<file path="src/rtl/branch_predict_table_pkg.sv">
// Shared definitions for the branch target buffer: default geometry and the
// 2-bit direction counter encodings.
package branch_predict_table_pkg;

    localparam int IDX_W_DEF = 4;
    localparam int PC_W_DEF  = 32;

    typedef enum logic [1:0] {
        CNT_SNT = 2'd0,
        CNT_WNT = 2'd1,
        CNT_WT  = 2'd2,
        CNT_ST  = 2'd3
    } cnt_e;

    localparam cnt_e CNT_RST = CNT_WNT;

endpackage

</file>
<file path="src/rtl/branch_predict_table_if.sv">
// Fetch/resolve bus between the pipeline and the branch target buffer.
// master = pipeline side (fetch PC, stage control, resolved branch info),
// slave  = predictor side (lookup results and delayed-stage copies).
interface branch_predict_table_if
    import branch_predict_table_pkg::*;
#(
    parameter int PC_W = PC_W_DEF
);
    logic [PC_W-1:0] pc_if;
    logic            stall;
    logic            flush;
    logic            H;
    logic            P;
    logic [PC_W-1:0] target;
    logic            Hd;
    logic            Pd;
    logic [PC_W-1:0] target_d;
    logic [PC_W-1:0] pc_d;
    logic            WRt;
    logic            WRp;
    logic [PC_W-1:0] upd_target;
    logic            upd_taken;

    modport master (
        output pc_if, stall, flush, WRt, WRp, upd_target, upd_taken,
        input  H, P, target, Hd, Pd, target_d, pc_d
    );

    modport slave (
        input  pc_if, stall, flush, WRt, WRp, upd_target, upd_taken,
        output H, P, target, Hd, Pd, target_d, pc_d
    );
endinterface

</file>
<file path="src/rtl/branch_predict_table_sat_counter2.sv">
// 2-bit saturating counter next-state: moves toward strongly-taken on a
// taken branch, toward strongly-not-taken otherwise, never wrapping.
module sat_counter2
    import branch_predict_table_pkg::*;
(
    input  logic [1:0] cnt,
    input  logic       taken,
    output logic [1:0] cnt_nxt
);

    // Saturating increment/decrement
    always_comb begin
        cnt_nxt = cnt;
        if (taken) begin
            if (cnt != CNT_ST) cnt_nxt = cnt + 2'd1;
        end else begin
            if (cnt != CNT_SNT) cnt_nxt = cnt - 2'd1;
        end
    end

endmodule

</file>
<file path="src/rtl/branch_predict_table.sv">
// Direct-mapped branch target buffer with 2-bit direction counters.
// Lookup is combinational from the fetch PC; a delayed copy of the lookup
// follows the branch to resolve, where its PC addresses allocation/training.
module branch_predict_table
    import branch_predict_table_pkg::*;
#(
    parameter int IDX_W = IDX_W_DEF,
    parameter int PC_W  = PC_W_DEF
) (
    input logic                   clk,
    input logic                   rst_n,
    branch_predict_table_if.slave bus
);

    localparam int ENTRIES = 2 ** IDX_W;
    localparam int TAG_W   = PC_W - IDX_W - 2;

    // Entry storage; only valid/cnt carry reset, tag/target are don't-care
    // while their entry is invalid.
    logic             valid      [ENTRIES];
    logic [TAG_W-1:0] tag_mem    [ENTRIES];
    logic [PC_W-1:0]  target_mem [ENTRIES];
    logic [1:0]       cnt_mem    [ENTRIES];

    logic [IDX_W-1:0] idx;
    logic [IDX_W-1:0] idx_u;
    logic [TAG_W-1:0] tag_l;
    logic [TAG_W-1:0] tag_u;
    logic             hit;
    logic             upd_hit;
    logic [1:0]       cnt_nxt;

    logic             hd_r;
    logic             pd_r;
    logic [PC_W-1:0]  target_d_r;
    logic [PC_W-1:0]  pc_d_r;

    // Byte-offset bits of word-aligned PCs carry no information.
    logic unused_bits;
    assign unused_bits = ^{bus.pc_if[1:0], pc_d_r[1:0]};

    assign idx   = bus.pc_if[IDX_W+1:2];
    assign tag_l = bus.pc_if[PC_W-1:IDX_W+2];
    assign idx_u = pc_d_r[IDX_W+1:2];
    assign tag_u = pc_d_r[PC_W-1:IDX_W+2];

    // Lookup reads the array as it stands; a write this cycle shows next cycle.
    assign hit     = valid[idx] && (tag_mem[idx] == tag_l);
    assign upd_hit = valid[idx_u] && (tag_mem[idx_u] == tag_u);

    assign bus.H        = hit;
    assign bus.P        = hit && cnt_mem[idx][1];
    assign bus.target   = hit ? target_mem[idx] : '0;
    assign bus.Hd       = hd_r;
    assign bus.Pd       = pd_r;
    assign bus.target_d = target_d_r;
    assign bus.pc_d     = pc_d_r;

    sat_counter2 u_sat (
        .cnt     (cnt_mem[idx_u]),
        .taken   (bus.upd_taken),
        .cnt_nxt (cnt_nxt)
    );

    // Delayed stage: flush kills the prediction but still tracks the PC.
    always_ff @(posedge clk or negedge rst_n) begin
        if (!rst_n) begin
            hd_r       <= 1'b0;
            pd_r       <= 1'b0;
            target_d_r <= '0;
            pc_d_r     <= '0;
        end else if (bus.flush) begin
            hd_r       <= 1'b0;
            pd_r       <= 1'b0;
            target_d_r <= '0;
            pc_d_r     <= bus.pc_if;
        end else if (!bus.stall) begin
            hd_r       <= bus.H;
            pd_r       <= bus.P;
            target_d_r <= bus.target;
            pc_d_r     <= bus.pc_if;
        end
    end

    // Valid bits and counters: allocate with a weak counter, or train on a tag match.
    always_ff @(posedge clk or negedge rst_n) begin
        if (!rst_n) begin
            for (int i = 0; i < ENTRIES; i++) begin
                valid[i]   <= 1'b0;
                cnt_mem[i] <= CNT_RST;
            end
        end else if (bus.WRt) begin
            valid[idx_u]   <= 1'b1;
            cnt_mem[idx_u] <= bus.upd_taken ? CNT_WT : CNT_WNT;
        end else if (bus.WRp && upd_hit) begin
            cnt_mem[idx_u] <= cnt_nxt;
        end
    end

    // Tag and target payload on allocation; aliasing entries are simply overwritten.
    always_ff @(posedge clk) begin
        if (bus.WRt) begin
            tag_mem[idx_u]    <= tag_u;
            target_mem[idx_u] <= bus.upd_target;
        end
    end

endmodule

</file>
<file path="src/flat_wrapper.sv">
// flat-port wrapper written by rule: the top's interface ports become plain ports
module branch_predict_table_flat import branch_predict_table_pkg::*;
#(
    parameter int IDX_W = IDX_W_DEF,
    parameter int PC_W  = PC_W_DEF
)
  (clk, rst_n, bus_pc_if, bus_stall, bus_flush, bus_WRt, bus_WRp, bus_upd_target, bus_upd_taken, bus_H, bus_P, bus_target, bus_Hd, bus_Pd, bus_target_d, bus_pc_d);
  branch_predict_table_if #(.PC_W(PC_W)) bus_i ();
  input logic clk;
  input logic rst_n;
  input wire logic [$bits(bus_i.pc_if)-1:0] bus_pc_if;
  input wire logic [$bits(bus_i.stall)-1:0] bus_stall;
  input wire logic [$bits(bus_i.flush)-1:0] bus_flush;
  input wire logic [$bits(bus_i.WRt)-1:0] bus_WRt;
  input wire logic [$bits(bus_i.WRp)-1:0] bus_WRp;
  input wire logic [$bits(bus_i.upd_target)-1:0] bus_upd_target;
  input wire logic [$bits(bus_i.upd_taken)-1:0] bus_upd_taken;
  output wire logic [$bits(bus_i.H)-1:0] bus_H;
  output wire logic [$bits(bus_i.P)-1:0] bus_P;
  output wire logic [$bits(bus_i.target)-1:0] bus_target;
  output wire logic [$bits(bus_i.Hd)-1:0] bus_Hd;
  output wire logic [$bits(bus_i.Pd)-1:0] bus_Pd;
  output wire logic [$bits(bus_i.target_d)-1:0] bus_target_d;
  output wire logic [$bits(bus_i.pc_d)-1:0] bus_pc_d;
  assign bus_i.pc_if = bus_pc_if;
  assign bus_i.stall = bus_stall;
  assign bus_i.flush = bus_flush;
  assign bus_i.WRt = bus_WRt;
  assign bus_i.WRp = bus_WRp;
  assign bus_i.upd_target = bus_upd_target;
  assign bus_i.upd_taken = bus_upd_taken;
  assign bus_H = bus_i.H;
  assign bus_P = bus_i.P;
  assign bus_target = bus_i.target;
  assign bus_Hd = bus_i.Hd;
  assign bus_Pd = bus_i.Pd;
  assign bus_target_d = bus_i.target_d;
  assign bus_pc_d = bus_i.pc_d;
  branch_predict_table #(.IDX_W(IDX_W), .PC_W(PC_W)) u_core (.clk(clk), .rst_n(rst_n), .bus(bus_i));
endmodule
</file>
<file path="config.mk">
export PLATFORM = sky130hd
export DESIGN_NAME = branch_predict_table_flat
export DESIGN_NICKNAME = d
export VERILOG_FILES = /design/src/rtl/branch_predict_table_pkg.sv /design/src/rtl/branch_predict_table_if.sv /design/src/rtl/branch_predict_table_sat_counter2.sv /design/src/rtl/branch_predict_table.sv /design/src/flat_wrapper.sv
export SDC_FILE = /design/constraint.sdc
export NUM_CORES = 1
export LEC_CHECK = 0
export BUFFER_PORTS_ARGS = -buffer_cell sky130_fd_sc_hd__buf_2
export CORE_ASPECT_RATIO = 0.8
export CORE_MARGIN = 2
export CORE_UTILIZATION = 56
export CTS_CLUSTER_SIZE = 16
export DETAILED_ROUTE_END_ITERATION = 6
export PLACE_DENSITY = 0.78
export RECOVER_POWER = 25
export SLEW_MARGIN = 5
export SYNTH_ARGS = -nofsm -noshare
export SYNTH_HDL_FRONTEND = slang
export SYNTH_SLANG_ARGS = --single-unit
</file>
<file path="constraint.sdc">
create_clock -name clk -period 3.75 [get_ports clk]
set_input_delay 0.5625 -clock clk [delete_from_list [all_inputs] [get_ports clk]]
set_output_delay 0.5625 -clock clk [all_outputs]
set_load 0.005 [all_outputs]
</file>
==> results of run 1 <==
-- registers in the layout (all words and copies together) (netlist names) --
name	cells
u_core.valid	16
u_core.target_mem	512
u_core.bus.pc_d	32
u_core.tag_mem	416
u_core.bus.Hd	1
u_core.bus.Pd	1
u_core.bus.target_d	32
u_core.cnt_mem	32
-- synth_stat cells, types with 11 or more instances --
cell,instances,area (µm²)
nand2b_1,23,144
mux2i_1,92,921
dfstp_2,16,420
o21ai_0,40,200
nor3_1,13,65.1
nor2_1,24,90.1
buf_4,19,143
a21oi_1,50,250
nor2b_1,39,244
nand3_1,22,110
o22ai_1,15,93.8
nand3b_1,33,248
edfxtp_1,928,27900
inv_1,29,109
mux4_2,378,8510
nand2_1,73,274
xnor2_1,43,377
buf_1,16,60.1
dfrtp_1,98,2450
clkbuf_1,63,236
buf_2,34,170
buf_6,11,124
mux2_2,62,698
-- stage by stage --
stage | total power, µW | std cells | instance area, µm² | setup WS (ns)
2_1_floorplan | 15300 | 2243 | 44900 | 0.0195
3_3_place_gp | 16400 | 3494 | 48400 | -0.251
3_5_place_dp | 16500 | 3494 | 48400 | -0.351
4_1_cts | 26700 | 3684 | 51900 | -0.402
5_1_grt | 27500 | 3699 | 52200 | -0.505
6_report | 26800 | 3702 | 52200 | -0.413
-- metal layers --
layer | part of all wire [%] | wire (µm)
met1 | 36 | 44200
met2 | 48 | 59100
met3 | 11 | 13700
met4 | 4.0 | 4860
met5 | 0.0090 | 11
-- path summary, 6_finish.rpt --
kind	to	slack (ns)	cells after the start
min in group asynchronous	u_core.bus.pc_d[24]$_DFFE_PN0P_	0.51	2
min	u_core.bus.pc_d[1]$_DFFE_PN0P_	0.14	2
max in group asynchronous	u_core.bus.target_d[10]$_DFFE_PN0P_	2.34	3
max	bus_target[19]	-0.41	11
min reg2reg	u_core.valid[15]$_DFFE_PN0P_	0.50	1
max reg2reg	u_core.cnt_mem[27]$_DFFE_PN0P_	0	13
-- power by group through the flow --
| stage | clock network, µW | registers (µW) | logic, µW |
|---|---|---|---|
| after floorplan | 0 | 13600 | 1730 |
| after global placement | 0 | 13600 | 2760 |
| after detailed placement | 0 | 13700 | 2820 |
| after CTS | 10400 | 13400 | 2870 |
| after global routing | 10900 | 13500 | 3110 |
| final | 10300 | 13500 | 2970 |
-- what timing repair did --
| action | CTS | global route |
|---|---|---|
| hold buffers | 1 | 0 |
| hold endpoints to repair | 48 | 0 |
| gates resized for setup | 13 | 22 |
| pin swaps | 2 | 4 |
| endpoints found under the setup margin | 57 | 59 |
| cloned | 0 | 4 |
| setup buffers | 2 | 8 |
-- layout make-up --
| cell class | instances | area (µm²) | area share, % |
|---|---|---|---|
| flip-flops and latches | 1042 | 30800 | 59.0 |
| multi-input cells | 1024 | 13400 | 25.7 |
| repair buffers | 377 | 3160 | 6.06 |
| clock buffers | 125 | 2670 | 5.11 |
| well taps | 1034 | 1290 | 2.48 |
| clock inverters | 62 | 703 | 1.35 |
| inverters | 32 | 140 | 0.269 |
| diodes | 6 | 15.0 | 0.0288 |
-- logic make-up (layout without fill, tap and decap cells) --
logic type / Yosys count / in the layout / synth area share [%]
AND/OR/NAND/NOR: 268 / 268 / 3.34
multiplexers: 545 / 545 / 23.0
XOR/XNOR: 53 / 53 / 1.03
other: 0 / 6 / 0
adder cells (fa/ha/maj): 1 / 1 / 0.0251
AO/OA/AOI/OAI: 157 / 157 / 2.19
flip-flops: 1042 / 1042 / 68.4
buffers and inverters: 177 / 596 / 1.99
-- worst max-delay path, stage by stage, from the launching register on --
cell	delay [ns]
edfxtp_1	0.42
mux4_2	0.48
mux4_2	0.52
xnor2_2	0.18
buf_4	0.15
nand4_1	0.12
nor3_2	0.20
buf_4	0.15
nand4b_1	0.14
buf_12	0.24
nor2b_1	0.17
buf_2	0.15
==> run summary, run 1 <==
Final hold violation count: 0
Fmax: 240 MHz
Global-route wire length before repair: 177000 µm
Die ar.: 82500 µm²
Worst-path clk slew: 0.06 ns
Min Hold Slack: 0.140 ns
Synth Net Count: 2314
Internal power: 20400 µW
Cts bufs inserted: 100
Final HPWL DP: 72200 µm
Core area: 79100 µm²
Die width: 321 µm
Iteration-0 DRC Markers: 4021
Pre-antenna DRT Iters: 7
GR Overflow Total: 0
Crit end category: primary output
M3 GR Usage: 7.37%
Vias in the first global route: 26200
Async set-reset flop share out of synthesis: 10.9%
Gr usage total: 29.7%
Rel. slew slack: 19.0%
Most common cell after layout, fill and taps aside: edfxtp_1
Global placement routability congestion: 0.920
IO Pins: 171
Layout cells sized above 1: 38.5%
Final setup violation count: 34
Sequential Power Share: 50.3%
Worst path required time: 3.19 ns
Leakage power: 0.0176 µW
M1 GR Usage: 39.9%
Worst vdd ir: 372 µV
Port-buffer cells: 170
Cells after synthesis: 2243
Critical path arrival: 3.60 ns
CTS tree: yes
P_sw: 6350 µW
Final wirelength: 122000 µm
Switching Share: 23.7%
MaxCap Viol Count: 0
Final WS setup: -0.413 ns
Status: finished with violations
Clock sinks: 1042
Layout fillers: 4868
Vias per std cell: 6.90
Final core utilization: 66.0%
Setup Crit Path Kind: reg2out
Startpoint types: register
Initial Util: 56.8%
Worst Hold Class: in2reg
Fin crit period: 4.16 ns
Yosys reg bits: 1042
Yosys cell types: 66
Sequential area share after synthesis: 68.4%
Synth Warn #: 0
Final ANT Viol Nets: 0
Clock Tree Buf Depth: 3
Rows: 92
Comb power frac: 11.1%
Fin. max-slew vios: 0
Largest net degree at the start of global routing: 68
Wire length per cell: 33.0 µm
Failing checks: negative setup slack
Post-synth EDFFs: 928
Mapped Avg Cell Area: 20.0 µm²
CP startpoint: u_core.tag_mem[13][1]$_DFFE_PP_
Final nets: 2648
Clk pwr share: 38.6%
Setup tns final: -11.93 ns
Busiest grt layer: met2
Via count: 25500
Hold wc startpoint: bus_pc_if[1]
Root Buffer: clkbuf_16
# H-tree levels: 3
Clock Skew: 0.0295 ns
Post-route DRC: 0
Crit path max fanout: 34
Initial antenna violation count: 5
Cell Area, Synth: 44900 µm²
Commonest register cell after synthesis: edfxtp_1
Die extent in y: 257 µm
Clk Latency, worst-skew pair: 0.68 ns
Most frequent cells in the layout: edfxtp_1 (928), mux4_2 (378), buf_4 (143)
Reg-to-Reg Start: u_core.bus.pc_d[3]$_DFFE_PN0P_
Area growth, synth to finish: 16.1%
Met2 Use GR: 47.3%
RSZ-0062 raised after global routing: yes
Pwr Density: 513 nW/µm²
Measured slew at the worst slew-check pin: 1.21 ns
Crit share post-route: 111%
No activity file was read; power rests on OpenSTA's default activity.
==> run 2: changes to the inputs <==
--- a/config.mk
+++ b/config.mk
@@ -16,4 +16,5 @@
 export SLEW_MARGIN = 5
 export SYNTH_ARGS = -nofsm -noshare
 export SYNTH_HDL_FRONTEND = slang
+export SYNTH_HIERARCHICAL = 1
 export SYNTH_SLANG_ARGS = --single-unit
==> run summary, run 2 <==
Worst Hold Class: in2reg
RSZ-0062 raised after global routing: yes
CP startpoint: u_core/tag_mem[14][17]$_DFFE_PP_
Final nets: 2641 (-0.26%)
Final setup violation count: 34 (unchanged)
Die width: 320 µm (-0.30%)
Fin. max-slew vios: 0 (unchanged)
Iteration-0 DRC Markers: 3887 (-3.3%)
Global-route wire length before repair: 179000 µm (+1.1%)
Register name with the most flops: u_core/target_mem
Die ar.: 82000 µm² (-0.60%)
Rel. slew slack: 16.9% (-2.1 points)
Final WS setup: -0.584 ns (-0.171 ns)
Area share of the leading cell type in the synthesized netlist: 62.4% (+0.38 points)
Clock sinks: 1042 (unchanged)
# H-tree levels: 3 (unchanged)
Fin crit period: 4.33 ns (+0.171 ns)
Gr usage total: 30.2% (+0.59 points)
Largest net degree at the start of global routing: 69 (+1.5%)
Cells after synthesis: 2193 (-2.2%)
Via count: 25700 (+0.69%)
Initial antenna violation count: 9 (+4)
Global placement routability congestion: 0.942 (+2.3%)
Design area: 52200 µm² (+0.15%)
Pre-CTS WS: -0.671 ns (-0.320 ns)
Total Power: 26400 µW (-1.3%)
Async set-reset flop share out of synthesis: 10.9% (unchanged)
Worst path required time: 3.19 ns (about the same)
Commonest cells post-synth: edfxtp_1 (928), mux4_2 (390), dfrtp_1 (98)
Port-buffer cells: 170 (unchanged)
Initial Util: 56.6% (-0.18 points)
Cell Area, Synth: 44600 µm² (-0.61%)
Final ANT Viol Nets: 0 (unchanged)
Yosys cell types: 60 (-9.1%)
Critical path arrival: 3.77 ns (+0.17 ns)
Pre-antenna DRT Iters: 6 (-1)
Worst vdd ir: 388 µV (+4.4%)
Min Hold Slack: 0.151 ns (+0.0107 ns)
Largest area contributor in the netlist: edfxtp_1
Sequential area share after synthesis: 68.9% (+0.42 points)
Hold wc startpoint: bus_pc_if[1]
Final hold violation count: 0 (unchanged)
Failing checks: negative setup slack
Clock Tree Buf Depth: 3 (unchanged)
Setup Crit Path Kind: reg2out
Cts bufs inserted: 97 (-3.0%)
Layout cells sized above 1: 41.3% (+2.8 points)
Clock Skew: 0.0252 ns (-0.00424 ns)
Crit path max fanout: 4 (-88%)
Reg-to-Reg Start: u_core/bus.pc_d[2]$_DFFE_PN0P_
Final HPWL DP: 71900 µm (-0.54%)
GR Overflow Total: 0 (unchanged)
Core area: 78900 µm² (-0.29%)
Top-count cell post-synth: edfxtp_1
IO Pins: 171 (unchanged)
Leakage power: 0.0176 µW (about the same)
Crit share post-route: 116% (+4.6 points)
Commonest register cell after synthesis: edfxtp_1
Post-DP Area: 48400 µm² (about the same)
Synth Net Count: 2264 (-2.2%)
Synth top area cells: edfxtp_1 (62%), mux4_2 (20%), dfrtp_1 (5.5%)
Synth Warn #: 6 (+6)
Setup tns final: -18.91 ns (-6.99 ns)
Status: finished with violations
Fmax: 231 MHz (-3.9%)
Post-route DRC: 0 (unchanged)
Clk Latency, worst-skew pair: 0.66 ns (-0.02 ns)
MaxCap Viol Count: 0 (unchanged)
Yosys reg bits: 1042 (unchanged)
Post-synth EDFFs: 928 (unchanged)
Most common cell after layout, fill and taps aside: edfxtp_1
Vias in the first global route: 26200 (-0.11%)
Most frequent cells in the layout: edfxtp_1 (928), mux4_2 (390), buf_4 (192)
Measured slew at the worst slew-check pin: 1.21 ns (-0.00329 ns)
Final wirelength: 124000 µm (+1.5%)
Startpoint types: register
Crit end category: primary output
Die extent in y: 257 µm (-0.30%)
Mapped Avg Cell Area: 20.4 µm² (+1.7%)
Area growth, synth to finish: 17.0%
Max FFs per register: 512 (unchanged)
Rows: 92 (unchanged)
CTS tree: yes
Worst-path clk slew: 0.07 ns (about the same)
Pwr Density: 506 nW/µm² (-1.4%)
Vias per std cell: 6.96 (+0.93%)
Largest registers: u_core/target_mem (512), u_core/tag_mem (416)
Root Buffer: clkbuf_16
Wire length per cell: 33.5 µm (+1.7%)
run 2: changes by cell type after synthesis, sizes merged, moves of 17 or more:
cell / change
xnor2: -26
a22oi: +17
o21ai: -27
nand3b: -33
and2: +33
xor2: +18
nor2b: -29
run 2: layer usage:
| metal | part of all wire (%) | track usage (%) | wire length, µm | vias to the layer above |
|---|---|---|---|---|
| met4 | 3.9 | 12.1 | 4890 | 4 |
| met3 | 12 | 7.35 | 14800 | 346 |
| met5 | 0.019 | 0 | 24 | - |
| met1 | 36 | 41.9 | 44700 | 13500 |
| li1 | - | - | - | 9937 |
| met2 | 48 | 47.0 | 59300 | 1948 |
run 2: final cells by class:
| cell class | instances | area (µm²) |
|---|---|---|
| clock buffer | 125 | 2580 |
| tap | 1034 | 1290 |
| sequential | 1042 | 30800 |
| fill | 4813 | 26600 |
| antenna | 6 | 15.0 |
| clock inverter | 57 | 604 |
| timing repair buffer | 413 | 3420 |
| inverter | 19 | 77.6 |
| multi-input combinational | 997 | 13500 |
run 2: where the power goes:
group | total [µW] | internal (µW) | switching, µW
Clock | 9920 | 5610 | 4310
Combinational | 2980 | 1390 | 1590
Sequential | 13500 | 13200 | 319
Total | 26400 | 20200 | 6220
run 2: per-stage QoR:
step | utilization (%) | instances
2_1_floorplan | - | 2193
3_3_place_gp | 61.4 | 3473
3_5_place_dp | 61.4 | 3473
4_1_cts | 66.0 | 3663
5_1_grt | 66.2 | 3692
6_report | 66.3 | 3693
run 2: worst paths after layout:
kind,depth (start not counted),slack [ns],endpoint
worst max-delay path,12,-0.58,bus_target[19]
worst max register to register,12,0.09,u_core/cnt_mem[31]$_DFFE_PN0P_
worst min register to register,1,0.49,u_core/valid[1]$_DFFE_PN0P_
worst min-delay path,2,0.15,u_core/bus.pc_d[1]$_DFFE_PN0P_
min in group asynchronous,2,0.54,u_core/bus.pc_d[12]$_DFFE_PN0P_
max in group asynchronous,3,2.18,u_core/cnt_mem[20]$_DFFE_PN1P_
run 2: cells by family (layout without fill, tap and decap cells):
family / Yosys count / in the layout / synth area share [%]
other cells: 0 / 6 / 0
compound gates: 149 / 149 / 2.26
fa+ha+maj: 2 / 2 / 0.0504
xor+xnor: 45 / 45 / 0.883
mux: 544 / 544 / 23.3
buf+inv: 154 / 614 / 1.55
simple gates: 257 / 257 / 3.07
flops: 1042 / 1042 / 68.9
run 2: repair_timing:
action,in CTS,in global routing
setup endpoints to repair,36,59
hold endpoints to repair,7,0
cloned,2,2
gates resized for setup,60,22
hold buffers,1,0
pin swaps,4,4
setup buffers,6,24
run 2: worst max-delay path: stages, from the launching register on:
cell and delay (ns):
edfxtp_1 0.44, mux4_2 0.47, mux4_2 0.48, xor2_1 0.16, nor2_2 0.23, buf_4 0.16
nand4b_1 0.15, nor4_4 0.31, buf_6 0.19, buf_6 0.13, clkbuf_16 0.15, and2_4 0.15
buf_6 0.09
